## src/rtl/sys_cmd_master_if.sv

```systemverilog
// sys_cmd_master_if: request, UART TX/RX and response signals of the command master
// master: the command initiator; slave: request source plus UART pair facing it
interface sys_cmd_master_if #(
  parameter int FRAME_WIDTH = 8,
  parameter int ALU_FUNC_WIDTH = 4,
  parameter int REG_FILE_ADDR_WIDTH = 4
);
  logic REQ_VALID;
  logic REQ_READY;
  logic [1:0] REQ_TYPE;
  logic [REG_FILE_ADDR_WIDTH-1:0] REQ_ADDR;
  logic [FRAME_WIDTH-1:0] REQ_DATA;
  logic [FRAME_WIDTH-1:0] REQ_OP_A;
  logic [FRAME_WIDTH-1:0] REQ_OP_B;
  logic [ALU_FUNC_WIDTH-1:0] REQ_FUNC;
  logic [FRAME_WIDTH-1:0] TX_P_DATA;
  logic TX_D_VLD;
  logic TX_BUSY;
  logic [FRAME_WIDTH-1:0] RX_P_DATA;
  logic RX_P_VLD;
  logic [15:0] RSP_DATA;
  logic RSP_VALID;
  logic RSP_TIMEOUT;
  logic BUSY;
  modport master (
    input REQ_VALID, REQ_TYPE, REQ_ADDR, REQ_DATA, REQ_OP_A, REQ_OP_B, REQ_FUNC,
    input TX_BUSY, RX_P_DATA, RX_P_VLD,
    output REQ_READY, TX_P_DATA, TX_D_VLD, RSP_DATA, RSP_VALID, RSP_TIMEOUT, BUSY
  );
  modport slave (
    output REQ_VALID, REQ_TYPE, REQ_ADDR, REQ_DATA, REQ_OP_A, REQ_OP_B, REQ_FUNC,
    output TX_BUSY, RX_P_DATA, RX_P_VLD,
    input REQ_READY, TX_P_DATA, TX_D_VLD, RSP_DATA, RSP_VALID, RSP_TIMEOUT, BUSY
  );
endinterface

```

## src/rtl/sys_cmd_master.sv

```systemverilog
// sys_cmd_master: serializes one host request into a UART command frame and collects the response
// CLK/RST: clock and async active-high reset
// bus.REQ_*: request handshake and fields; bus.TX_*: byte stream to UART TX
// bus.RX_*: response bytes from UART RX; bus.RSP_*: result, completion and timeout pulses; bus.BUSY
module sys_cmd_master #(
  parameter int FRAME_WIDTH = 8,
  parameter int ALU_FUNC_WIDTH = 4,
  parameter int REG_FILE_ADDR_WIDTH = 4,
  parameter int RSP_TIMEOUT = 1024
) (
  input logic CLK,
  input logic RST,
  sys_cmd_master_if.master bus
);
  localparam int TW = $clog2(RSP_TIMEOUT);
  typedef enum logic [1:0] {IDLE, SEND, WAIT_RSP, DONE} state_t;
  state_t state;
  logic [1:0] typ, idx, last, rsp_n, rx_n;
  logic [3:0][FRAME_WIDTH-1:0] frm, req_frm;
  logic [FRAME_WIDTH-1:0] lo, hi, addr_b, func_b;
  logic [TW-1:0] tcnt;
  assign bus.REQ_READY = state == IDLE;
  assign bus.BUSY = state != IDLE;
  assign addr_b = {{(FRAME_WIDTH-REG_FILE_ADDR_WIDTH){1'b0}}, bus.REQ_ADDR};
  assign func_b = {{(FRAME_WIDTH-ALU_FUNC_WIDTH){1'b0}}, bus.REQ_FUNC};
  // The whole frame is built at accept so later request changes cannot leak in.
  always_comb begin
    req_frm[0] = bus.REQ_TYPE[1] ? (bus.REQ_TYPE[0] ? FRAME_WIDTH'(8'hDD) : FRAME_WIDTH'(8'hCC))
                                 : (bus.REQ_TYPE[0] ? FRAME_WIDTH'(8'hBB) : FRAME_WIDTH'(8'hAA));
    req_frm[1] = bus.REQ_TYPE == 2'b11 ? func_b : bus.REQ_TYPE == 2'b10 ? bus.REQ_OP_A : addr_b;
    req_frm[2] = bus.REQ_TYPE[1] ? bus.REQ_OP_B : bus.REQ_DATA;
    req_frm[3] = func_b;
  end
  always_ff @(posedge CLK or posedge RST) begin
    if (RST) begin
      state <= IDLE;
      typ <= '0;
      idx <= '0;
      last <= '0;
      rsp_n <= '0;
      rx_n <= '0;
      frm <= '0;
      lo <= '0;
      hi <= '0;
      tcnt <= '0;
      bus.TX_P_DATA <= '0;
      bus.TX_D_VLD <= 1'b0;
      bus.RSP_DATA <= '0;
      bus.RSP_VALID <= 1'b0;
      bus.RSP_TIMEOUT <= 1'b0;
    end else begin
      bus.RSP_VALID <= 1'b0;
      bus.RSP_TIMEOUT <= 1'b0;
      case (state)
        IDLE: if (bus.REQ_VALID) begin
          frm <= req_frm;
          typ <= bus.REQ_TYPE;
          idx <= '0;
          rx_n <= '0;
          last <= bus.REQ_TYPE == 2'b00 ? 2'd2 : bus.REQ_TYPE == 2'b10 ? 2'd3 : 2'd1;
          rsp_n <= bus.REQ_TYPE == 2'b00 ? 2'd0 : bus.REQ_TYPE == 2'b01 ? 2'd1 : 2'd2;
          bus.TX_P_DATA <= req_frm[0];
          bus.TX_D_VLD <= 1'b1;
          state <= SEND;
        end
        SEND: if (!bus.TX_BUSY) begin
          if (idx == last) begin
            bus.TX_D_VLD <= 1'b0;
            tcnt <= '0;
            state <= rsp_n == 2'd0 ? DONE : WAIT_RSP;
          end else begin
            idx <= idx + 2'd1;
            bus.TX_P_DATA <= frm[idx + 2'd1];
          end
        end
        WAIT_RSP: if (bus.RX_P_VLD) begin
          tcnt <= '0;
          if (rx_n == 2'd0) lo <= bus.RX_P_DATA;
          else hi <= bus.RX_P_DATA;
          rx_n <= rx_n + 2'd1;
          if (rx_n + 2'd1 == rsp_n) state <= DONE;
        end else if (tcnt == TW'(RSP_TIMEOUT - 1)) begin
          bus.RSP_TIMEOUT <= 1'b1;
          state <= IDLE;
        end else begin
          tcnt <= tcnt + 1'b1;
        end
        DONE: begin
          bus.RSP_DATA <= typ == 2'b00 ? 16'h0000 : typ == 2'b01 ? 16'(lo) : 16'({hi, lo});
          bus.RSP_VALID <= 1'b1;
          state <= IDLE;
        end
      endcase
    end
  end
endmodule

```

## src/flat_wrapper.sv

```systemverilog
// flat-port wrapper written by rule: the top's interface ports become plain ports
module sys_cmd_master_flat 
#(
  parameter int FRAME_WIDTH = 8,
  parameter int ALU_FUNC_WIDTH = 4,
  parameter int REG_FILE_ADDR_WIDTH = 4,
  parameter int RSP_TIMEOUT = 1024
)
  (CLK, RST, bus_REQ_VALID, bus_REQ_TYPE, bus_REQ_ADDR, bus_REQ_DATA, bus_REQ_OP_A, bus_REQ_OP_B, bus_REQ_FUNC, bus_TX_BUSY, bus_RX_P_DATA, bus_RX_P_VLD, bus_REQ_READY, bus_TX_P_DATA, bus_TX_D_VLD, bus_RSP_DATA, bus_RSP_VALID, bus_RSP_TIMEOUT, bus_BUSY);
  sys_cmd_master_if #(.FRAME_WIDTH(FRAME_WIDTH), .ALU_FUNC_WIDTH(ALU_FUNC_WIDTH), .REG_FILE_ADDR_WIDTH(REG_FILE_ADDR_WIDTH)) bus_i ();
  input logic CLK;
  input logic RST;
  input wire logic [$bits(bus_i.REQ_VALID)-1:0] bus_REQ_VALID;
  input wire logic [$bits(bus_i.REQ_TYPE)-1:0] bus_REQ_TYPE;
  input wire logic [$bits(bus_i.REQ_ADDR)-1:0] bus_REQ_ADDR;
  input wire logic [$bits(bus_i.REQ_DATA)-1:0] bus_REQ_DATA;
  input wire logic [$bits(bus_i.REQ_OP_A)-1:0] bus_REQ_OP_A;
  input wire logic [$bits(bus_i.REQ_OP_B)-1:0] bus_REQ_OP_B;
  input wire logic [$bits(bus_i.REQ_FUNC)-1:0] bus_REQ_FUNC;
  input wire logic [$bits(bus_i.TX_BUSY)-1:0] bus_TX_BUSY;
  input wire logic [$bits(bus_i.RX_P_DATA)-1:0] bus_RX_P_DATA;
  input wire logic [$bits(bus_i.RX_P_VLD)-1:0] bus_RX_P_VLD;
  output wire logic [$bits(bus_i.REQ_READY)-1:0] bus_REQ_READY;
  output wire logic [$bits(bus_i.TX_P_DATA)-1:0] bus_TX_P_DATA;
  output wire logic [$bits(bus_i.TX_D_VLD)-1:0] bus_TX_D_VLD;
  output wire logic [$bits(bus_i.RSP_DATA)-1:0] bus_RSP_DATA;
  output wire logic [$bits(bus_i.RSP_VALID)-1:0] bus_RSP_VALID;
  output wire logic [$bits(bus_i.RSP_TIMEOUT)-1:0] bus_RSP_TIMEOUT;
  output wire logic [$bits(bus_i.BUSY)-1:0] bus_BUSY;
  assign bus_i.REQ_VALID = bus_REQ_VALID;
  assign bus_i.REQ_TYPE = bus_REQ_TYPE;
  assign bus_i.REQ_ADDR = bus_REQ_ADDR;
  assign bus_i.REQ_DATA = bus_REQ_DATA;
  assign bus_i.REQ_OP_A = bus_REQ_OP_A;
  assign bus_i.REQ_OP_B = bus_REQ_OP_B;
  assign bus_i.REQ_FUNC = bus_REQ_FUNC;
  assign bus_i.TX_BUSY = bus_TX_BUSY;
  assign bus_i.RX_P_DATA = bus_RX_P_DATA;
  assign bus_i.RX_P_VLD = bus_RX_P_VLD;
  assign bus_REQ_READY = bus_i.REQ_READY;
  assign bus_TX_P_DATA = bus_i.TX_P_DATA;
  assign bus_TX_D_VLD = bus_i.TX_D_VLD;
  assign bus_RSP_DATA = bus_i.RSP_DATA;
  assign bus_RSP_VALID = bus_i.RSP_VALID;
  assign bus_RSP_TIMEOUT = bus_i.RSP_TIMEOUT;
  assign bus_BUSY = bus_i.BUSY;
  sys_cmd_master #(.FRAME_WIDTH(FRAME_WIDTH), .ALU_FUNC_WIDTH(ALU_FUNC_WIDTH), .REG_FILE_ADDR_WIDTH(REG_FILE_ADDR_WIDTH), .RSP_TIMEOUT(RSP_TIMEOUT)) u_core (.CLK(CLK), .RST(RST), .bus(bus_i));
endmodule
```

## config.mk

```make
export PLATFORM = sky130hd
export DESIGN_NAME = sys_cmd_master_flat
export DESIGN_NICKNAME = d
export VERILOG_FILES = /design/src/rtl/sys_cmd_master_if.sv /design/src/rtl/sys_cmd_master.sv /design/src/flat_wrapper.sv
export SDC_FILE = /design/constraint.sdc
export NUM_CORES = 1
export LEC_CHECK = 0
export BUFFER_PORTS_ARGS = -buffer_cell sky130_fd_sc_hd__buf_2
export CAP_MARGIN = 0
export CORE_MARGIN = 10
export CORE_UTILIZATION = 55
export DETAILED_ROUTE_END_ITERATION = 16
export HOLD_SLACK_MARGIN = 0.1
export PLACE_DENSITY = 0.86
export SYNTH_ARGS = -nofsm -noshare
export SYNTH_HDL_FRONTEND = slang
export SYNTH_SLANG_ARGS = --single-unit
```

## constraint.sdc

```tcl
create_clock -name CLK -period 5.2 [get_ports CLK]
set_input_delay 0 -clock CLK [delete_from_list [all_inputs] [get_ports CLK]]
set_output_delay 0 -clock CLK [all_outputs]
set_load 0.1 [all_outputs]
```

==> metrics <==
Storage cell area around 2200 um2; multi-input logic area between 1500 and 2000 um2; die height approximately 110 um; Yosys top cell area share between 50 and 60%; first-pass GRT wire length between 15000 and 20000 um; fillcell total 530; Post-DRT Antenna Nets 0; Synth async-reset ratio 100%; initial antenna violation count 0; Synth Area in Simple Gates a little over a tenth; Switching Fraction 51.1%; Placement Rows 31; Rel. slew slack 30.0%; most frequent cells in the layout dfrtp_1, buf_2, nand2_1, o21ai_0, dlygate4sd3_1; ANT cells 0; htree depth 3; CTS root buffer clkbuf_8; share of cells above drive strength 1 24.8%; GRT Util Overall between 10% and 20%; cell area power density between 600 and 700 nW/um2; routed len/inst 16.3 um; DR pass1 iterations 4; most common cell after layout, fill and taps aside dfrtp_1; Hold Crit Class input pin to register; I/O Buffers 75; Post-synth EDFFs 0; worst reg2reg path startpoint u_core.state[1]$_DFFE_PP0P_; Max VDD drop about 0.38 mV; main combinational cell family by area after synthesis compound AO/OA/AOI/OAI gates; maxcap violations 0; setup tns final 0 ns; leading post-synthesis cells by cell area dfrtp_1, mux2_2, o21ai_0, nand2_1, mux2i_1; die width around 110 um; Reg2Reg Depth 6; Hold-fix buffers, CTS 42; HPWL after DPL between 6000 and 7000 um; largest net degree at the start of global routing 88; max-slew violation count 0; syn_area_per_cell ~10 um2; Yosys Warn Count 0; min cycle time layout roughly 2.3 ns; CTS sink cnt 87; placed insts between 500 and 600; crit end category register; CTS buffer count 9; post-CTS setup buffers 0; cell internal pwr roughly 1.7 mW; area grow syn2layout 24.9%; worst-skew pair later-pin latency approximately 0.36 ns; sequential share of power roughly 34%; post-synthesis adder-cell area fraction 2.13%; post-synthesis mux area share between 10% and 20%; DRC viols 0; GP Congestion approximately 0.84; full die area about 11000 um2; Setup Crit Path Kind register to register; post-synthesis cell count between 300 and 400; Worst Hold End u_core.frm[8]$_DFFE_PP0P_; starting density of the core between 50% and 60%; Hold Path Origin bus_REQ_OP_A[0]; Arr. time, crit path 2.54 ns; switching power of the nets between 1.5 and 2 mW; synthesized net count around 450; Seq/Total Area, Yosys 52.8%; Final setup viols 0; Synth Register Bits 87; Main synth FF type dfrtp_1; Tightest Pin Transition approximately 1.1 ns; Max Clk Rate between 0.4 and 0.5 GHz; core area roughly 7300 um2; GRT overflow 0; Yosys cell types 44; status complete, no violations; Netlist Area Pre-Place 4120 um2; CP startpoint kind register; Placed Area 4520 um2; Layout Cells excl Fill between 600 and 700; Final Net Count ~550; Worst Path Max Fanout 18; CTS tree built; RSZ-0062 raised after global routing no; design area 5150 um2; Comb power frac 51.5%; area leader, netlist dfrtp_1; final hold viol count 0; final hold slack roughly 0.10 ns; fin crit share ~44%; clk slew on worst S/H paths roughly 0.090 ns; clock share of power ~14%; vias per inst ~5.4; vias in the first global route 3442; Reg2Reg Setup Slack about 2.9 ns; Ports 76; total leakage power 2.42 nW; Synth Area in XOR/XNOR 1.49%; via count around 3.3k; Initial DRC Count 144; routed wire length slightly below 10000 um; Worst Path Required between 5 and 6 ns; CTS resizes 0; Synth Area in Compound Gates between 10% and 20%; skew final ~0.018 ns; capture point of the worst reg-to-reg path u_core.bus.TX_P_DATA[7]$_DFFE_PP0P_; hold depth 5; Max clock buf depth 2
-- synth_stat cells (2+ instances only) --
cell type	instances
nor2b_1	3
o211ai_1	3
a31oi_1	8
nand4_1	5
clkbuf_1	17
mux2i_1	18
nand3_1	8
ha_1	7
and2_1	2
nand2b_1	4
o22ai_1	8
inv_1	26
o21ai_0	49
nand2_1	50
nor2_1	15
a21oi_1	22
mux4_2	3
buf_4	3
buf_2	3
and3_1	3
mux2_2	22
dfrtp_1	87
and4_1	2
a22o_1	6
-- power groups by stage --
| stage | Sequential (mW) | Clock, mW | Combinational, mW |
|---|---|---|---|
| 2_1_floorplan | 1.72 | 0 | 0.838 |
| 3_3_place_gp | 1.14 | 0 | 1.65 |
| 3_5_place_dp | 1.16 | 0 | 1.71 |
| 4_1_cts | 1.15 | 0.493 | 1.74 |
| 5_1_grt | 1.19 | 0.526 | 1.87 |
| 6_report | 1.15 | 0.489 | 1.74 |
-- worst max-delay path by stage --
stage	start	end	depth (start not counted)
after floorplan	u_core.state[1]$_DFFE_PP0P_	u_core.bus.TX_P_DATA[0]$_DFFE_PP0P_	8
after global placement	u_core.state[1]$_DFFE_PP0P_	u_core.bus.TX_P_DATA[7]$_DFFE_PP0P_	6
after detailed placement	u_core.state[1]$_DFFE_PP0P_	u_core.bus.TX_P_DATA[7]$_DFFE_PP0P_	6
after CTS	u_core.state[1]$_DFFE_PP0P_	u_core.bus.TX_P_DATA[7]$_DFFE_PP0P_	6
after global routing	u_core.state[1]$_DFFE_PP0P_	u_core.bus.TX_P_DATA[7]$_DFFE_PP0P_	6
final	u_core.state[1]$_DFFE_PP0P_	u_core.bus.TX_P_DATA[7]$_DFFE_PP0P_	6
-- cells by family after synthesis --
logic type	Yosys count
AOI/OAI and AO/OA	105
and+or+nand+nor	97
adders and majority gates	7
DFF	87
buffers and inverters	50
xor gates and xnor gates	4
muxes	44
-- worst max-delay path, stage by stage, from the launching register on --
cell,delay (ns)
dfrtp_1,0.42
inv_1,0.16
ha_1,0.56
inv_1,0.23
o21ai_2,0.54
a21oi_1,0.09
a21o_1,0.18
-- metal layers --
layer | GRT usage (%) | vias up | part of all wire, %
met4 | 7.06 | 0 | 1.8
met5 | 0 | - | 0
met1 | 21.1 | 1579 | 43
li1 | - | 1589 | -
met2 | 30.3 | 96 | 50
met3 | 4.83 | 19 | 5.6
-- registers in the layout, indices dropped and copies added (netlist names) --
name,count
u_core.lo,8
u_core.state,2
u_core.rx_n,2
u_core.frm,24
u_core.hi,8
u_core.idx,2
u_core.bus.RSP_DATA,16
u_core.bus.TX_D_VLD,1
u_core.bus.RSP_VALID,1
u_core.tcnt,10
u_core.bus.RSP_TIMEOUT,1
u_core.rsp_n,2
u_core.last,2
u_core.bus.TX_P_DATA,8
-- final cells by class --
class / instances / area share, %
clock buffers: 10 / 2.48
clock inverters: 6 / 1.48
inverters: 26 / 1.92
multi-input cells: 257 / 33.7
flip-flops and latches: 87 / 42.3
well taps: 99 / 2.41
repair buffers: 119 / 15.8
-- through the flow --
stage | setup slack, ns | utilization, % | power, mW
2_1_floorplan | 2.13 | - | 2.56
3_3_place_gp | 3.07 | 62.4 | 2.80
3_5_place_dp | 2.92 | 62.4 | 2.87
4_1_cts | 2.90 | 71.0 | 3.39
5_1_grt | 2.64 | 71.0 | 3.58
6_report | 2.90 | 71.0 | 3.38
No activity file was read; power rests on OpenSTA's default activity.
